===== src/rtl/usb_tx_phy_pkg.sv =====
// Shared types and constants for the USB transmit PHY: FSM states, line codes and stuffing limit.
package usb_tx_phy_pkg;

  typedef enum logic [2:0] {
    ST_IDLE,
    ST_SYNC,
    ST_DATA,
    ST_EOP_SE0,
    ST_EOP_J
  } state_t;

  localparam logic [7:0] SYNC_BYTE_DEFAULT = 8'h80;

  // Line codes packed as {dp, dn}
  localparam logic [1:0] LINE_J   = 2'b10;
  localparam logic [1:0] LINE_K   = 2'b01;
  localparam logic [1:0] LINE_SE0 = 2'b00;

  localparam int unsigned STUFF_LIMIT = 6;

endpackage


===== src/rtl/usb_tx_phy_if.sv =====
// Byte handshake between the tx packet FSM (master) and the transmit PHY (slave).
interface usb_tx_phy_if;

  logic       tx_valid;
  logic [7:0] tx_data;
  logic       tx_ready;

  modport master (output tx_valid, output tx_data, input tx_ready);
  modport slave  (input tx_valid, input tx_data, output tx_ready);

endinterface


===== src/rtl/usb_tx_phy_nrzi_stuffer.sv =====
// Tracks consecutive transmitted ones for bit stuffing and holds the NRZI line level (1 = J).
module usb_tx_phy_nrzi_stuffer
  import usb_tx_phy_pkg::*;
(
  input  logic clk,
  input  logic reset,
  input  logic i_advance,
  input  logic i_bit,
  input  logic i_clear,
  output logic o_levelNext,
  output logic o_stuffPending
);

  logic [2:0] r_ones;
  logic       r_level;

  assign o_stuffPending = (r_ones == 3'(STUFF_LIMIT));

  // A zero on the wire is a level change; the top registers this same value onto dp/dn
  assign o_levelNext = (i_advance && !i_bit) ? ~r_level : r_level;

  always_ff @(posedge clk) begin
    if (!reset) begin
      r_ones  <= '0;
      r_level <= 1'b1;
    end else if (i_clear) begin
      r_ones  <= '0;
      r_level <= 1'b1;
    end else if (i_advance) begin
      r_level <= o_levelNext;
      r_ones  <= i_bit ? r_ones + 3'd1 : 3'd0;
    end
  end

endmodule


===== src/rtl/usb_tx_phy.sv =====
// USB transmit PHY: SYNC prefix, LSB-first serialisation, bit stuffing, NRZI and EOP on dp/dn/oe.
module usb_tx_phy
  import usb_tx_phy_pkg::*;
#(
  parameter int unsigned CLKS_PER_BIT = 4,
  parameter logic [7:0]  SYNC_BYTE    = SYNC_BYTE_DEFAULT
) (
  input  logic        clk,
  input  logic        reset,
  usb_tx_phy_if.slave txIf,
  output logic        o_dp,
  output logic        o_dn,
  output logic        o_oe,
  output logic        o_busy
);

  localparam int unsigned      CNT_W    = $clog2(CLKS_PER_BIT);
  localparam logic [CNT_W-1:0] CNT_LAST = CNT_W'(CLKS_PER_BIT - 1);

  state_t           r_state;
  logic [CNT_W-1:0] r_cnt;
  logic [2:0]       r_bitIdx;
  logic [6:0]       r_shift;
  logic             r_dp;
  logic             r_dn;
  logic             r_oe;
  logic             r_busy;

  logic w_bitStb;
  logic w_inPacket;
  logic w_stuffPending;
  logic w_levelNext;
  logic w_advance;
  logic w_bit;
  logic w_clear;
  logic w_txReady;

  assign w_bitStb   = (r_cnt == CNT_LAST);
  assign w_inPacket = (r_state == ST_SYNC) || (r_state == ST_DATA);
  assign w_txReady  = w_bitStb && w_inPacket && (r_bitIdx == 3'd7) && !w_stuffPending;

  assign txIf.tx_ready = w_txReady;
  assign o_dp          = r_dp;
  assign o_dn          = r_dn;
  assign o_oe          = r_oe;
  assign o_busy        = r_busy;

  // Decide what the next bit slot carries: a SYNC/data bit, a stuffed zero, or the start of EOP
  always_comb begin
    w_advance = 1'b0;
    w_bit     = 1'b0;
    w_clear   = 1'b0;
    case (r_state)
      ST_IDLE: begin
        if (txIf.tx_valid) begin
          w_advance = 1'b1;
          w_bit     = SYNC_BYTE[0];
        end
      end
      ST_SYNC, ST_DATA: begin
        if (w_bitStb) begin
          if (w_stuffPending) begin
            w_advance = 1'b1;
          end else if (r_bitIdx != 3'd7) begin
            w_advance = 1'b1;
            w_bit     = r_shift[0];
          end else if (txIf.tx_valid) begin
            w_advance = 1'b1;
            w_bit     = txIf.tx_data[0];
          end else begin
            w_clear = 1'b1;
          end
        end
      end
      default: ;
    endcase
  end

  usb_tx_phy_nrzi_stuffer u_stuffer (
    .clk            (clk),
    .reset          (reset),
    .i_advance      (w_advance),
    .i_bit          (w_bit),
    .i_clear        (w_clear),
    .o_levelNext    (w_levelNext),
    .o_stuffPending (w_stuffPending)
  );

  // r_shift holds the not-yet-sent upper bits; during EOP r_bitIdx counts SE0 bit periods
  always_ff @(posedge clk) begin
    if (!reset) begin
      r_state  <= ST_IDLE;
      r_cnt    <= '0;
      r_bitIdx <= '0;
      r_shift  <= '0;
      r_dp     <= 1'b1;
      r_dn     <= 1'b0;
      r_oe     <= 1'b0;
      r_busy   <= 1'b0;
    end else begin
      case (r_state)
        ST_IDLE: begin
          r_cnt <= '0;
          if (txIf.tx_valid) begin
            r_state      <= ST_SYNC;
            r_shift      <= SYNC_BYTE[7:1];
            r_bitIdx     <= '0;
            r_oe         <= 1'b1;
            r_busy       <= 1'b1;
            {r_dp, r_dn} <= w_levelNext ? LINE_J : LINE_K;
          end
        end
        ST_SYNC, ST_DATA: begin
          r_cnt <= w_bitStb ? '0 : r_cnt + 1'b1;
          if (w_bitStb) begin
            if (w_clear) begin
              r_state      <= ST_EOP_SE0;
              r_bitIdx     <= '0;
              {r_dp, r_dn} <= LINE_SE0;
            end else begin
              {r_dp, r_dn} <= w_levelNext ? LINE_J : LINE_K;
              if (!w_stuffPending) begin
                if (r_bitIdx != 3'd7) begin
                  r_shift  <= r_shift >> 1;
                  r_bitIdx <= r_bitIdx + 3'd1;
                end else begin
                  r_shift  <= txIf.tx_data[7:1];
                  r_bitIdx <= '0;
                  r_state  <= ST_DATA;
                end
              end
            end
          end
        end
        ST_EOP_SE0: begin
          r_cnt <= w_bitStb ? '0 : r_cnt + 1'b1;
          if (w_bitStb) begin
            if (r_bitIdx == 3'd1) begin
              r_state      <= ST_EOP_J;
              r_bitIdx     <= '0;
              {r_dp, r_dn} <= LINE_J;
            end else begin
              r_bitIdx <= r_bitIdx + 3'd1;
            end
          end
        end
        ST_EOP_J: begin
          r_cnt <= w_bitStb ? '0 : r_cnt + 1'b1;
          if (w_bitStb) begin
            r_state <= ST_IDLE;
            r_cnt   <= '0;
            r_oe    <= 1'b0;
            r_busy  <= 1'b0;
          end
        end
        default: r_state <= ST_IDLE;
      endcase
    end
  end

endmodule

===== src/flat_wrapper.sv =====
// flat-port wrapper written by rule: the top's interface ports become plain ports
module usb_tx_phy_flat import usb_tx_phy_pkg::*;
#(
  parameter int unsigned CLKS_PER_BIT = 4,
  parameter logic [7:0]  SYNC_BYTE    = SYNC_BYTE_DEFAULT
)
  (clk, reset, o_dp, o_dn, o_oe, o_busy, txIf_tx_valid, txIf_tx_data, txIf_tx_ready);
  usb_tx_phy_if txIf_i ();
  input  logic clk;
  input  logic reset;
  output logic o_dp;
  output logic o_dn;
  output logic o_oe;
  output logic o_busy;
  input wire logic [$bits(txIf_i.tx_valid)-1:0] txIf_tx_valid;
  input wire logic [$bits(txIf_i.tx_data)-1:0] txIf_tx_data;
  output wire logic [$bits(txIf_i.tx_ready)-1:0] txIf_tx_ready;
  assign txIf_i.tx_valid = txIf_tx_valid;
  assign txIf_i.tx_data = txIf_tx_data;
  assign txIf_tx_ready = txIf_i.tx_ready;
  usb_tx_phy #(.CLKS_PER_BIT(CLKS_PER_BIT), .SYNC_BYTE(SYNC_BYTE)) u_core (.clk(clk), .reset(reset), .txIf(txIf_i), .o_dp(o_dp), .o_dn(o_dn), .o_oe(o_oe), .o_busy(o_busy));
endmodule

===== config.mk =====
export PLATFORM = sky130hd
export DESIGN_NAME = usb_tx_phy_flat
export DESIGN_NICKNAME = d
export VERILOG_FILES = /design/src/rtl/usb_tx_phy_pkg.sv /design/src/rtl/usb_tx_phy_if.sv /design/src/rtl/usb_tx_phy_nrzi_stuffer.sv /design/src/rtl/usb_tx_phy.sv /design/src/flat_wrapper.sv
export SDC_FILE = /design/constraint.sdc
export NUM_CORES = 1
export LEC_CHECK = 0
export CAP_MARGIN = 20
export CELL_PAD_IN_SITES_DETAIL_PLACEMENT = 0
export CELL_PAD_IN_SITES_GLOBAL_PLACEMENT = 2
export CORE_AREA = 5 5 70 72
export DETAILED_ROUTE_END_ITERATION = 16
export DIE_AREA = 0 0 75 77
export GPL_TIMING_DRIVEN = 0
export PLACE_DENSITY_LB_ADDON = 0.3
export SETUP_SLACK_MARGIN = 0.3
export SYNTH_ARGS = -nofsm -noshare
export SYNTH_HDL_FRONTEND = slang
export SYNTH_SLANG_ARGS = --single-unit

===== constraint.sdc =====
create_clock -name clk -period 3.6 [get_ports clk]
set_input_delay 0.36 -clock clk [delete_from_list [all_inputs] [get_ports clk]]
set_output_delay 0.36 -clock clk [all_outputs]
set_load 0.01 [all_outputs]

==> metrics.txt, run 1 <==
result of the run complete, no violations; terminus of the critical flop-to-flop path u_core.u_stuffer.r_level; clock root buffer sky130_fd_sc_hd__clkbuf_8; Skew-Pair Late Insertion Delay 0.27 ns; post-route cell area 1670 um2; switching part of the total 29.8%; sequential group share of total power 44.7%; final setup violation count 0; R2R Setup Slk 1.27 ns; Register-to-Register Path Depth 7; Slew Limit Headroom 58.5%; library cells used by synthesis 44; Congestion Overflow GR 0; DRC errors left 0; final setup skew 0.00259 ns; Worst Hold End u_core.r_shift[0]; TNS Setup 0 ns; synthesized area divided by synthesized cell count 8.06 um2; HPWL reported at the end of detailed placement 2810 um; y dimension of the die 77 um; Fmax achieved 398 MHz; period utilisation layout 69.8%; port bufs 15; Final Hold Vio Count 0; cell type contributing the most total cell area after synthesis sky130_fd_sc_hd__dfxtp_1; Die Span X 75 um; kind of end point of the critical path primary output; crit start category flip-flop; drt total wl 3610 um; clock tree from TritonCTS built; RSZ-0062 raised after global routing false; GP Congestion 0.833; Slew @ Worst Pin 0.620 ns; first-pass GRT wire length 6150 um; ratio of total power to cell area 356 nW/um2; number of I/O pins 16; setup repair bufs after CTS 0; Max Root-Sink Buffers 2; total of hold buffers inserted after clock tree synthesis 0; length of the first detailed-routing pass in iterations 4; Resize count post-CTS 0; maximum resistive drop on vdd 130 uV; # fillers 436; design internal power 419 uW; cells taking the most area after synthesis sky130_fd_sc_hd__dfxtp_1, sky130_fd_sc_hd__ha_1, sky130_fd_sc_hd__nand3_1; CP startpoint u_core.r_cnt[0]; Yosys top cell area share 31.4%; R2R Path Start u_core.r_bitIdx[0]; number of max-slew violations in the final report 0; power share of the clock group 31.1%; number of H-tree branching levels 1; antenna violations before repair 0; Post-synth top flop sky130_fd_sc_hd__dfxtp_1; number of maximum-capacitance constraint violations 0; Area growth syn-to-layout 19.3%; number of design-rule violations left by the first detailed-router iteration 63; CP Data Required Time 3.24 ns; drt via density 5.44; Ant. Diodes 0; worst-path maximum fanout 9; share of power burned in combinational logic 24.2%; Worst Hold Launch u_core.r_shift[0]; aggregate global-route resource usage 13.5%; flop and latch count out of synthesis 22; detail-routed net length per standard cell 14.7 um; number of enable flip-flop cells after synthesis 0; post-layout net count 211; total nets after synthesis 191; vias in the first global route 1,367; cell area after technology mapping 1400 um2; clk slew on worst S/H paths 0.09 ns; slack of the critical path 1.09 ns; fraction of registers with async set/reset 0%; gate count of the mapped netlist 174; die footprint 5780 um2; Setup Slack @ Placement 1.07 ns; TritonCTS buffer count 3; pin count of the biggest net entering global routing 13; placement-stage cell area 1620 um2; most common cell in the netlist sky130_fd_sc_hd__dfxtp_1; data arrival time of the critical path 2.15 ns; fraction of layout instances using a drive strength above 1 9.84%; antenna-violating nets left 0; Hold Path Cell Cnt 2; Hold Path Class reg2reg; register area share after synthesis 31.4%; Crit Path Class reg2out; Switching Power 177 uW; count of warnings emitted by yosys 0; Starting Density 33.1%; count of vias placed by the detailed router 1,332; core outline area 4230 um2; cell row count 24; Num Clock Sinks 22; top cells by instance count after synthesis sky130_fd_sc_hd__dfxtp_1, sky130_fd_sc_hd__nand3_1, sky130_fd_sc_hd__nor2_1, sky130_fd_sc_hd__nand2_1; final critical path time including I/O delays and setup 2.51 ns; Leakage Power 0.653 nW
==> state kept, by name, indices dropped and copies added (netlist names) <==
name / cells
u_core.u_stuffer.r_ones: 3
u_core.r_bitIdx: 3
u_core.u_stuffer.r_level: 1
u_core.r_cnt: 2
u_core.o_dp: 1
u_core.r_state: 3
u_core.r_shift: 7
u_core.o_oe: 1
u_core.o_dn: 1
==> layer usage <==
| layer | vias to the layer above | global-route usage (%) | wire length [um] |
|---|---|---|---|
| met1 | 633 | 17.3 | 1650 |
| li1 | 666 | - | - |
| met3 | 4 | 1.70 | 122 |
| met5 | - | 0 | 0 |
| met4 | 0 | 4.80 | 38 |
| met2 | 29 | 22.5 | 1800 |
==> cell type report <==
type / instances / area, um2 / share of cell area (%)
buffer: 12 / 55.1 / 3.29
clock buffer: 4 / 55.1 / 3.29
inverter: 8 / 30.0 / 1.80
multi-input combinational: 132 / 877 / 52.4
sequential: 22 / 440 / 26.3
tap: 52 / 65.1 / 3.89
timing repair buffer: 15 / 150 / 8.98
==> worst max-delay path: stages (launching register included) <==
cell                              delay, ns
sky130_fd_sc_hd__dfxtp_1               0.36
sky130_fd_sc_hd__ha_1                  0.14
sky130_fd_sc_hd__buf_2                 0.18
sky130_fd_sc_hd__a21boi_1              0.35
sky130_fd_sc_hd__nand2_1               0.12
sky130_fd_sc_hd__nor2_1                0.16
sky130_fd_sc_hd__clkdlybuf4s50_1       0.56
==> worst max-delay path by stage <==
stage	end	slack, ns
after global routing	txIf_tx_ready	0.97
final	txIf_tx_ready	1.09
after global placement	u_core.u_stuffer.r_level	1.10
after CTS	txIf_tx_ready	1.09
after floorplan	u_core.u_stuffer.r_level	1.56
after detailed placement	u_core.u_stuffer.r_level	1.07
==> placed cells by master (no fill, tap or decap), drive strengths merged, types with 5 or more instances in the layout <==
| cell | n |
|---|---|
| buf | 6 |
| dfxtp | 22 |
| nand3 | 15 |
| o21ai | 11 |
| a21oi | 9 |
| nor2 | 14 |
| mux2 | 6 |
| clkdlybuf4s50 | 15 |
| ha | 6 |
| clkbuf | 10 |
| nor2b | 5 |
| nand2 | 13 |
| inv | 8 |
==> power by group through the flow <==
| stage | logic (mW) | clock network [mW] | registers, mW |
|---|---|---|---|
| detailed placement | 0.144 | 0 | 0.273 |
| finish | 0.144 | 0.185 | 0.267 |
| global placement | 0.141 | 0 | 0.271 |
| CTS | 0.145 | 0.190 | 0.267 |
| floorplan | 0.0926 | 0 | 0.272 |
| global route | 0.159 | 0.200 | 0.269 |
==> kinds of logic (layout without fill, tap and decap cells) <==
group                      count (synthesis)  after routing  synth area share, %
buffers and inverters                     20             39                 6.07
adders and majority gates                  7              7                 6.07
xor gates and xnor gates                   2              2                 1.25
AOI/OAI and AO/OA                         45             45                 22.8
muxes                                      9              9                 6.96
DFF                                       22             22                 31.4
and+or+nand+nor                           69             69                 25.4
==> per-stage QoR <==
stage          instances  power, mW  hold WS (ns)  util, %
6_report             245      0.596         0.462     39.5
5_1_grt              245      0.628         0.493     39.5
4_1_cts              245      0.601         0.465     39.5
3_5_place_dp         241      0.417         0.452     38.2
3_3_place_gp         241      0.412         0.446     38.2
2_1_floorplan        174      0.364         0.435        -
Power figures use the tool's default switching activity.
==> run 2, diff against run 1 <==
Settings changed: CORE_AREA 5 5 70 72 to 5 5 72 74, DIE_AREA 0 0 75 77 to 0 0 77 79.
Clock period 3.6 ns to 2.45 ns, I/O delays scaled along.
==> run 2 against run 1 <==
- design area is 6.2% higher
- global-route usage is 0.54 points lower
- sequential share of layout area is 1.5 points lower
- first-iteration DRC count is 49% higher
- worst setup slack worse by 0.67 ns
- via count is 3.9% higher
- flip-flop and latch count stayed put
- critical path type is now reg2reg
- largest power group unchanged
==> metrics.txt, run 2 (synthesis results as in run 1) <==
final critical path time including I/O delays and setup 2.03 ns; Die Span X 77 um (was 75 um); result of the run complete, no violations (unchanged); Max Root-Sink Buffers 2 (unchanged); Num Clock Sinks 22 (unchanged); clock tree from TritonCTS built (unchanged); detail-routed net length per standard cell 15.3 um (was 14.7 um); final setup violation count 0 (unchanged); post-layout net count 216 (was 211); Leakage Power 0.693 nW (was 0.653 nW); Slew @ Worst Pin 0.615 ns (was 0.620 ns); area of the multi-input gates 917 um2 (was 877 um2); cell total after placement 243 (was 241); count of buffer and inverter cells on the critical path 1 (was 2); Area growth syn-to-layout 26.7% (was 19.3%); total of hold buffers inserted after clock tree synthesis 0 (unchanged); length of the first detailed-routing pass in iterations 4 (unchanged); number of standard cells in the layout, taps in and fillers out 252 (was 245); GP Congestion 0.805 (was 0.833); Skew-Pair Late Insertion Delay 0.27 ns (about the same); data arrival time of the critical path 2.19 ns (was 2.15 ns); number of I/O pins 16 (unchanged); port bufs 15 (unchanged); Final Hold Vio Count 0 (unchanged); aggregate global-route resource usage 12.9% (was 13.5%); series of cell instances along the critical path ha_1 -> ha_2 -> buf_6 -> nand3_1 -> a2111o_1 -> o211a_1 -> or3b_1 (was ha_1 -> buf_2 -> a21boi_1 -> nand2_1 -> nor2_1 -> clkdlybuf4s50_1); die footprint 6080 um2 (was 5780 um2); Total Power Consumption 962 uW (was 596 uW); ratio of total power to cell area 542 nW/um2 (was 356 nW/um2); R2R Path Start u_core.r_bitIdx[1] (was u_core.r_bitIdx[0]); Slew Limit Headroom 58.9% (was 58.5%); CP Data Required Time 2.60 ns (was 3.24 ns); Worst Hold Launch u_core.r_shift[0] (unchanged); core outline area 4540 um2 (was 4230 um2); family with the most delay on the worst path compound AO/OA/AOI/OAI gates (was buffers and inverters); flip-flop count of the largest register after layout 7 (unchanged); count of vias placed by the detailed router 1,384 (was 1,332); worst-path maximum fanout 10 (was 9); Congestion Overflow GR 0 (unchanged); sequential standard cell area 442 um2 (was 440 um2); clock root buffer sky130_fd_sc_hd__clkbuf_8 (unchanged); maximum resistive drop on vdd 459 uV (was 130 uV); Finished Core Util 39.2% (was 39.5%); first-pass GRT wire length 6400 um (was 6150 um); clk slew on worst S/H paths 0.09 ns (about the same); crit start category flip-flop (unchanged); DRC errors left 0 (unchanged); number of max-slew violations in the final report 0 (unchanged); fraction of layout instances using a drive strength above 1 15.7% (was 9.84%); drt via density 5.49 (was 5.44); Hold Path Class reg2reg (unchanged); TritonCTS buffer count 3 (unchanged); number of maximum-capacitance constraint violations 0 (unchanged); antenna-violating nets left 0 (unchanged); most common cell after layout, fill and taps aside sky130_fd_sc_hd__dfxtp_1 (unchanged); period utilisation layout 83.0%; Crit Path Class reg2reg (was reg2out); final setup skew 0.00357 ns (was 0.00259 ns); antenna violations before repair 0 (unchanged); CP startpoint u_core.r_bitIdx[1] (was u_core.r_cnt[0]); # fillers 482 (was 436); kind of end point of the critical path flip-flop (was primary output); RSZ-0062 raised after global routing false (unchanged); y dimension of the die 79 um (was 77 um); Ant. Diodes 0 (unchanged); delay contributed by the slowest stage of the critical path 0.43 ns (was 0.56 ns); Starting Density 30.9% (was 33.1%); vias in the first global route 1,380 (was 1,367); TNS Setup 0 ns (unchanged); HPWL reported at the end of detailed placement 2850 um (was 2810 um); cell row count 25 (was 24); Most flops, register u_core.r_shift (unchanged); number of H-tree branching levels 1 (unchanged); crit path max-delay cell type sky130_fd_sc_hd__a2111o_1 (was sky130_fd_sc_hd__clkdlybuf4s50_1); number of design-rule violations left by the first detailed-router iteration 94 (was 63); leading cell types in the layout, fill and taps excluded sky130_fd_sc_hd__dfxtp_1, sky130_fd_sc_hd__nand3_1, sky130_fd_sc_hd__clkdlybuf4s50_1 (unchanged); pin count of the biggest net entering global routing 14 (was 13); Fmax achieved 492 MHz; drt total wl 3860 um (was 3610 um)
-- run 2: final timing paths --
check        slack (ns)                        to  depth (start not counted)
max reg2reg        0.42  u_core.u_stuffer.r_level                          7
min reg2reg        0.46         u_core.r_shift[0]                          2
min                0.46         u_core.r_shift[0]                          2
max                0.42  u_core.u_stuffer.r_level                          7
-- run 2: per-stage QoR --
stage,setup slack [ns],instance area (um2),hold slack (ns)
after floorplan,0.411,1400,0.435
after global placement,0.0567,1620,0.447
final,0.416,1780,0.462
after detailed placement,0.0324,1620,0.454
after CTS,0.270,1740,0.467
after global routing,0.313,1780,0.501
-- run 2: layout make-up --
type                    count  share of cell area (%)
clock buffers               3                    2.32
inverters                   8                    1.69
well taps                  54                    3.80
repair buffers             20                    10.5
flip-flops and latches     22                    24.9
multi-input cells         132                    51.6
plain buffers              12                    3.52
clock inverters             1                    1.69
-- run 2: worst min-delay path: stages (launching register included) --
cell	delay, ns
sky130_fd_sc_hd__dfxtp_1	0.32
sky130_fd_sc_hd__nand3_1	0.05
sky130_fd_sc_hd__o21ai_1	0.05
-- run 2: what timing repair did --
item,in CTS,in global routing
setup buffers,3,2
setup endpoints to repair,4,10
gates resized for setup,6,8
pin swaps,2,2
-- run 2: report_power, final --
part           internal [mW]  switching (mW)  total, mW
clock                  0.219           0.133      0.352
sequential             0.377          0.0148      0.391
combinational         0.0999           0.119      0.219
-- run 2: routing by layer --
| metal | share of wire, % | vias up | routed length, um | track usage (%) |
|---|---|---|---|---|
| li1 | - | 679 | - | - |
| met1 | 43 | 657 | 1670 | 16.2 |
| met2 | 49 | 41 | 1910 | 22.6 |
| met3 | 5.9 | 7 | 226 | 2.95 |
| met4 | 1.4 | 0 | 55 | 2.75 |
| met5 | 0 | - | 0 | 0 |
